`src/rtl/alu_arbiter.sv`:
```
// alu_arbiter: round-robin sharing of one combinational integer ALU between
// NUM_REQ requesters. A request is accepted in IDLE, and its operands are driven
// onto the ALU in the same cycle. The ALU result is captured on the accept edge
// and is then offered to the granted requester until that requester takes it.
// Only one operation is in flight at a time, so at most one op retires every
// two cycles.
module alu_arbiter #(
  parameter int NUM_REQ = 2,
  parameter int IDX_W   = 1
) (
  input  logic                  i_clk,
  input  logic                  i_rst_n,
  input  logic [NUM_REQ-1:0]    i_req_valid,
  output logic [NUM_REQ-1:0]    o_req_ready,
  input  logic [NUM_REQ*32-1:0] i_req_a,
  input  logic [NUM_REQ*32-1:0] i_req_b,
  input  logic [NUM_REQ*4-1:0]  i_req_op,
  output logic [NUM_REQ-1:0]    o_rsp_valid,
  input  logic [NUM_REQ-1:0]    i_rsp_ready,
  output logic [31:0]           o_rsp_result,
  output logic                  o_rsp_zero,
  output logic                  o_rsp_err,
  output logic [31:0]           o_alu_a,
  output logic [31:0]           o_alu_b,
  output logic [3:0]            o_alu_control,
  input  logic [31:0]           i_alu_result,
  input  logic                  i_alu_zero
);

  localparam logic [0:0] ST_IDLE = 1'b0;
  localparam logic [0:0] ST_RESP = 1'b1;

  localparam logic [3:0] FIRST_ILLEGAL_OP = 4'b1010;

  logic [0:0]       r_state;
  logic [IDX_W-1:0] r_rr_ptr;
  logic [IDX_W-1:0] r_gnt_idx;
  logic [31:0]      r_rsp_result;
  logic             r_rsp_zero;
  logic             r_rsp_err;

  logic             w_found;
  logic [IDX_W-1:0] w_cand;
  logic [IDX_W-1:0] w_gnt;
  logic             w_grant;
  logic [3:0]       w_op;
  logic             w_illegal;
  logic             w_retire;

  // Search the valid requests starting at the round-robin pointer and pick the first one.
  always_comb begin
    w_found = 1'b0;
    w_cand  = '0;
    w_gnt   = '0;
    for (int k = 0; k < NUM_REQ; k++) begin
      w_cand = IDX_W'((int'(r_rr_ptr) + k) % NUM_REQ);
      if (!w_found && i_req_valid[w_cand]) begin
        w_found = 1'b1;
        w_gnt   = w_cand;
      end
    end
  end

  // A grant only happens in IDLE and never while reset is held, so reset shows no ready.
  always_comb begin
    w_grant   = w_found && i_rst_n && (r_state == ST_IDLE);
    w_op      = i_req_op[4*w_gnt +: 4];
    w_illegal = (w_op >= FIRST_ILLEGAL_OP);
    w_retire  = (r_state == ST_RESP) && i_rsp_ready[r_gnt_idx];
  end

  // Steer the granted requester onto the ALU and acknowledge it; idle the ALU inputs otherwise.
  always_comb begin
    o_req_ready   = '0;
    o_alu_a       = '0;
    o_alu_b       = '0;
    o_alu_control = 4'b0000;
    if (w_grant) begin
      o_req_ready   = NUM_REQ'(1) << w_gnt;
      o_alu_a       = i_req_a[32*w_gnt +: 32];
      o_alu_b       = i_req_b[32*w_gnt +: 32];
      o_alu_control = w_op;
    end
  end

  // Offer the held response only to the requester that was granted.
  always_comb begin
    o_rsp_valid = '0;
    if (r_state == ST_RESP) begin
      o_rsp_valid = NUM_REQ'(1) << r_gnt_idx;
    end
    o_rsp_result = r_rsp_result;
    o_rsp_zero   = r_rsp_zero;
    o_rsp_err    = r_rsp_err;
  end

  // Accept/retire FSM with capture of the ALU result and advance of the round-robin pointer.
  always_ff @(posedge i_clk) begin
    if (!i_rst_n) begin
      r_state      <= ST_IDLE;
      r_rr_ptr     <= '0;
      r_gnt_idx    <= '0;
      r_rsp_result <= '0;
      r_rsp_zero   <= 1'b0;
      r_rsp_err    <= 1'b0;
    end else begin
      case (r_state)
        ST_IDLE: begin
          if (w_grant) begin
            r_state      <= ST_RESP;
            r_gnt_idx    <= w_gnt;
            r_rsp_result <= w_illegal ? 32'd0 : i_alu_result;
            r_rsp_zero   <= w_illegal ? 1'b1 : i_alu_zero;
            r_rsp_err    <= w_illegal;
            if (w_gnt == IDX_W'(NUM_REQ - 1)) begin
              r_rr_ptr <= '0;
            end else begin
              r_rr_ptr <= w_gnt + 1'b1;
            end
          end
        end
        ST_RESP: begin
          if (w_retire) begin
            r_state <= ST_IDLE;
          end
        end
        default: begin
          r_state <= ST_IDLE;
        end
      endcase
    end
  end

endmodule
```
`config.mk`:
```
export PLATFORM = sky130hd
export DESIGN_NAME = alu_arbiter
export DESIGN_NICKNAME = d
export VERILOG_FILES = /design/src/rtl/alu_arbiter.sv
export SDC_FILE = /design/constraint.sdc
export NUM_CORES = 1
export LEC_CHECK = 0
export ABC_AREA = 0
export BUFFER_PORTS_ARGS = -buffer_cell sky130_fd_sc_hd__buf_4
export CAP_MARGIN = 20
export CORE_AREA = 2 2 108 110
export DETAILED_ROUTE_END_ITERATION = 10
export DIE_AREA = 0 0 110 112
export PLACE_DENSITY_LB_ADDON = 0.2
export SLEW_MARGIN = 20
export SYNTH_ARGS = -nofsm -noshare
export SYNTH_HDL_FRONTEND = slang
export SYNTH_SLANG_ARGS = --single-unit
```
`constraint.sdc`:
```
create_clock -name i_clk -period 1.4 [get_ports i_clk]
set_input_delay 0.07 -clock i_clk [delete_from_list [all_inputs] [get_ports i_clk]]
set_output_delay 0.07 -clock i_clk [all_outputs]
set_load 0.1 [all_outputs]
```
-- Word level (Yosys, flattened, before mapping)
Cells that the tools add are included.
- logic and storage cells: 45
- output and inout bits: 106
- register bits: 37
- bitwise operators: 1
- muxes and demuxes: 21
- add/sub/neg operators: 2
- reduce and logical (&&, ||, !) cells: 6
- shift operators: 5
- order comparisons: 4
- operators by type and width (cell ; count):
    64-bit by 7-bit indexed part select with 32-bit output ; 2
    32-bit 2-to-1 mux ; 3
    1-bit 2-to-1 mux ; 14
    8-bit by 4-bit indexed part select with 4-bit output ; 1
    1-bit by 2-bit < comparator with 1-bit output, second input constant ; 3
    4-bit greater-or-equal comparator, second input constant ; 1
    1-bit logical AND ; 4
    2-bit 2-to-1 mux ; 2
    4-bit 2-to-1 mux ; 1
    1-bit by 1-bit << shifter with 2-bit output, first input constant ; 2
    1-bit adder, second input constant ; 2
    1-bit one-hot mux with 2 select lines ; 1
    2-bit AND reduction ; 1
    1-bit zero test ; 1
    1-bit NOT ; 1

-- Longest topological paths before layout
- word-level depth: 10
- gate-level depth with buffers: 6

-- Worst setup path after synthesis
No wires, ideal clock.
- path kind: flip-flop to output port
- start: register r_state
- end: output o_alu_a[22]
- cell stages (with the launch flop): 5
- setup slack: -1.399 ns
- data arrival time: 2.729 ns
- path buffers: 1
- cells stage by stage: dfxtp_1 nand2b_1 a211oi_1 clkbuf_1 a22o_1
- word-level cells in the longest chain between the ends: 3
- RTL lines (item ; line ; text):
    start, declared ; 35 ; logic [0:0] r_state;
    start signal, assigned ; 100 ; r_state <= ST_IDLE;
    start signal, assigned ; 110 ; r_state <= ST_RESP;
    start signal, assigned ; 124 ; r_state <= ST_IDLE;
    1-bit NOT ; -- ;
    1-bit logical AND ; 66 ; w_grant = w_found && i_rst_n && (r_state == ST_IDLE);
    32-bit 2-to-1 mux ; 78 ; if (w_grant) begin
    end, declared ; 23 ; output logic [31:0] o_alu_a,
No other way between the ends.

-- Worst setup path in the final report
- start: register r_state
- end: output o_alu_b[11]
- word-level cells in the longest chain between the ends: 3
- RTL lines (item ; line ; text):
    1-bit NOT ; -- ;
    1-bit logical AND ; 66 ;
    32-bit 2-to-1 mux ; 78 ;
    end, declared ; 24 ; output logic [31:0] o_alu_b,
No other way between the ends.

==> reports/metrics.csv <==
stage,metric,value,unit
timing,Tcrit/Tclk final,126,%
logic_synthesis,"top cells by count, synth","96 x a22o_1, 37 x dfxtp_1, 7 x buf_2, 7 x clkbuf_1, 7 x nor2_1",
timing,clock period minus worst slack,1.77,ns
grt,GRT overflow,0,
clock_tree,clk_lat worst skew,0.28,ns
grt,GRT Total Usage,19.0,%
timing,Slew Limit Headroom,75.6,%
timing,RSZ-0062 raised after global routing,yes,
route,drt wl/cell,18.2,µm
finish,area grow syn2layout,245,%
floorplan,Starting Density,17.4,%
route,number of remaining DRC errors,0,
timing,Hold Slack,0.00665,ns
placement,GP Congestion,0.795,
route,drt pass-1 iters,4,
worst_hold_path,Hold Crit Endpoint,o_rsp_result[19]$_SDFFE_PN0P_,
logic_synthesis,Post-synth EDFFs,0,
worst_hold_path,Hold Crit Class,in -> reg,
clock_tree,CTS Sinks,37,
timing,Worst Slack Setup Final,-0.367,ns
floorplan,I/O pin cnt,281,
floorplan,Core Rows,39,
route,Via Count,3116,
critical_path,Crit Path Category,reg -> out,
route,First DRT Iteration DRCs,108,
critical_path,CP required,1.33,ns
logic_synthesis,synthesized flop and latch total,37,
finish,Nets,709,
logic_synthesis,simple-gate portion of the synthesized area,3.93,%
timing,setup violators final,104,
timing,Slew @ Worst Pin,0.363,ns
floorplan,Die W,110,µm
run_status,status,finished with violations,
grt,vias in the first global route,3288,
route,met1 wire length,4.34,mm
run_status,violated checks,negative setup slack,
critical_path,worst r2r path cells,7,
route,DR WL met2,6.63,mm
clock_tree,Clock transition at path regs,0.06,ns
worst_hold_path,hold-critical path depth,2,
logic_synthesis,post-synthesis xor/xnor area fraction,0,%
timing,number of hold violations in the final report,0,
critical_path,crit path DAT,1.70,ns
timing,count of pins over their slew limit,0,
logic_synthesis,top cell type's share of synthesized area,43.3,%
logic_synthesis,Synth area leaders,"a22o_1 43%, dfxtp_1 38%, mux2i_1 2.1%",
logic_synthesis,Synth Area in Adders,0,%
placement,hpwl dp,8.84,mm
grt,antenna violations before repair,0,
critical_path,CP max FO,13,
logic_synthesis,Yosys cell types,24,
critical_path,Worst setup SP type,register,
logic_synthesis,Mapped Cells,190,
clock_tree,CTS tree,done,
grt,first-pass GRT wire length,17.9,mm
logic_synthesis,leading area contributor after synthesis,a22o_1,
finish,Final Instance Count excl. Fillers,678,
timing,Fmax achieved,0.566,GHz
floorplan,Chip Height,112,µm
logic_synthesis,syn_area_per_cell,10.2,µm²
logic_synthesis,Yosys warnings,0,
critical_path,reg2reg end,o_rsp_result[28]$_SDFFE_PN0P_,
timing,Setup Skew,0.00302,ns
logic_synthesis,"Top FF cell, synth",dfxtp_1,
worst_hold_path,Min-Delay Startpoint,i_alu_result[19],
logic_synthesis,post-synthesis mux area share,2.06,%
placement,DP Area,0.00504,mm²
route,met3 WL,1.15,mm
clock_tree,CTS root buffer,clkbuf_16,
logic_synthesis,post-synthesis sequential area ratio,38.2,%
critical_path,R2R setup slack,-0.25,ns
logic_synthesis,syn_nets,365,
critical_path,FF-to-FF Start,r_state$_SDFF_PN0_,
finish,Antenna diodes,0,
power,Max IR drop VDD,0.897,mV
clock_tree,CTS Buf Count,5,
logic_synthesis,largest family of logic cells by synthesized area,compound AO/OA/AOI/OAI gates,
finish,share of cells above drive strength 1,79.3,%
placement,placed cell count,625,
route,vias per inst,4.60,
floorplan,die outline area,0.0123,mm²
route,Detail Route Antenna Nets,0,
clock_tree,H-tree Lvls,2,
route,WL final,12.4,mm
logic_synthesis,Mapped Area,0.00194,mm²
finish,"Design Area, Final",0.00670,mm²
timing,setup tns final,-30.23,ns
route,uppermost routed layer,met4,
critical_path,CP Capture Type,output port,
grt,largest net degree at the start of global routing,33,
power,leakage power,3.23,nW
logic_synthesis,compound-cell area share of the yosys netlist,48.8,%
floorplan,Core ar.,0.0112,mm²
flow_run,max-cap viol count,0,
logic_synthesis,async set or reset register ratio after synthesis,0,%
power,P per Cell Area,894,mW/mm²
logic_synthesis,most numerous cell in the Yosys netlist,a22o_1,
placement,Port Buffer Count,280,
clock_tree,Clock Tree Buf Depth,2,
[sequential cells by signal, indices dropped and copies added (netlist names)]
name,flops
o_rsp_result,32
o_rsp_err,1
o_rsp_zero,1
r_gnt_idx,1
r_rr_ptr,1
r_state,1
[layout make-up]
type | count | area [µm²]
multi-input cells | 129 | 1760
clock inverters | 3 | 17.5
flip-flops and latches | 37 | 743
well taps | 143 | 179
fillers | 879 | 4480
inverters | 3 | 11.3
clock buffers | 5 | 125
repair buffers | 358 | 3860
[worst max-delay path, cell delays in order, from the launching register on]
cell and delay (ns):
dfxtp_2 0.31, nand2b_4 0.16, a211oi_4 0.17, buf_4 0.16, buf_12 0.12, buf_12 0.15
a22o_4 0.16, buf_12 0.17
[per-layer routing]
metal	up-vias	global-route usage, %
met3	16	4.80
met2	161	35.5
li1	1463	-
met5	-	0
met1	1476	20.4
met4	0	5.99
[placed cells by master (no fill, tap or decap), drive strengths merged, types with 2 or more instances in the layout]
master	synthesis	routed
clkbuf	7	7
dfxtp	37	37
a22oi	2	2
mux2i	4	4
nand2	2	2
a21oi	2	2
clkinv	0	2
inv	3	3
nor2	7	7
o21a	2	2
o21ai	2	2
dlygate4sd3	0	29
buf	14	327
a22o	96	96
nor2b	2	2
nand2b	2	2
[cell families after synthesis]
| group | Yosys count |
|---|---|
| mux | 4 |
| compound gates | 109 |
| simple gates | 16 |
| flops | 37 |
| buf+inv | 24 |
[how the worst max path moves through the flow]
stage	startpoint	to	slack (ns)	depth (start not counted)
after CTS	r_state$_SDFF_PN0_	o_alu_b[7]	-0.37	6
after floorplan	r_rr_ptr$_SDFFE_PN0P_	o_alu_a[10]	-0.05	6
after global routing	r_state$_SDFF_PN0_	o_alu_b[11]	-0.43	7
final	r_state$_SDFF_PN0_	o_alu_b[11]	-0.37	7
after detailed placement	r_rr_ptr$_SDFFE_PN0P_	o_alu_b[13]	-0.17	6
after global placement	r_state$_SDFF_PN0_	o_alu_a[20]	-0.15	6
[stage by stage]
| step | utilization, % | worst slack (ns) | total power, W |
|---|---|---|---|
| final | 59.9 | -0.367 | 0.00598 |
| after global routing | 59.9 | -0.431 | 0.00618 |
| after CTS | 59.5 | -0.375 | 0.00600 |
| after detailed placement | 45.1 | -0.168 | 0.00426 |
| after global placement | 45.1 | -0.147 | 0.00424 |
| after floorplan | - | -0.0507 | 0.00336 |
[power by group]
part,switching (W),total (W),internal [W]
Combinational,0.00222,0.00372,0.00150
Sequential,0.0000485,0.00118,0.00114
Clock,0.000429,0.00108,0.000652
Total,0.00270,0.00598,0.00328
[what timing repair did]
item                                    CTS  global route
buffers inserted                         10             4
pin swaps                                 8            10
endpoints found under the setup margin  103           102
gates resized for setup                 233             9
gates cloned                              4             2
hold buffers                             29             0
hold endpoints to repair                 29             0
No activity file was read; power rests on OpenSTA's default activity.
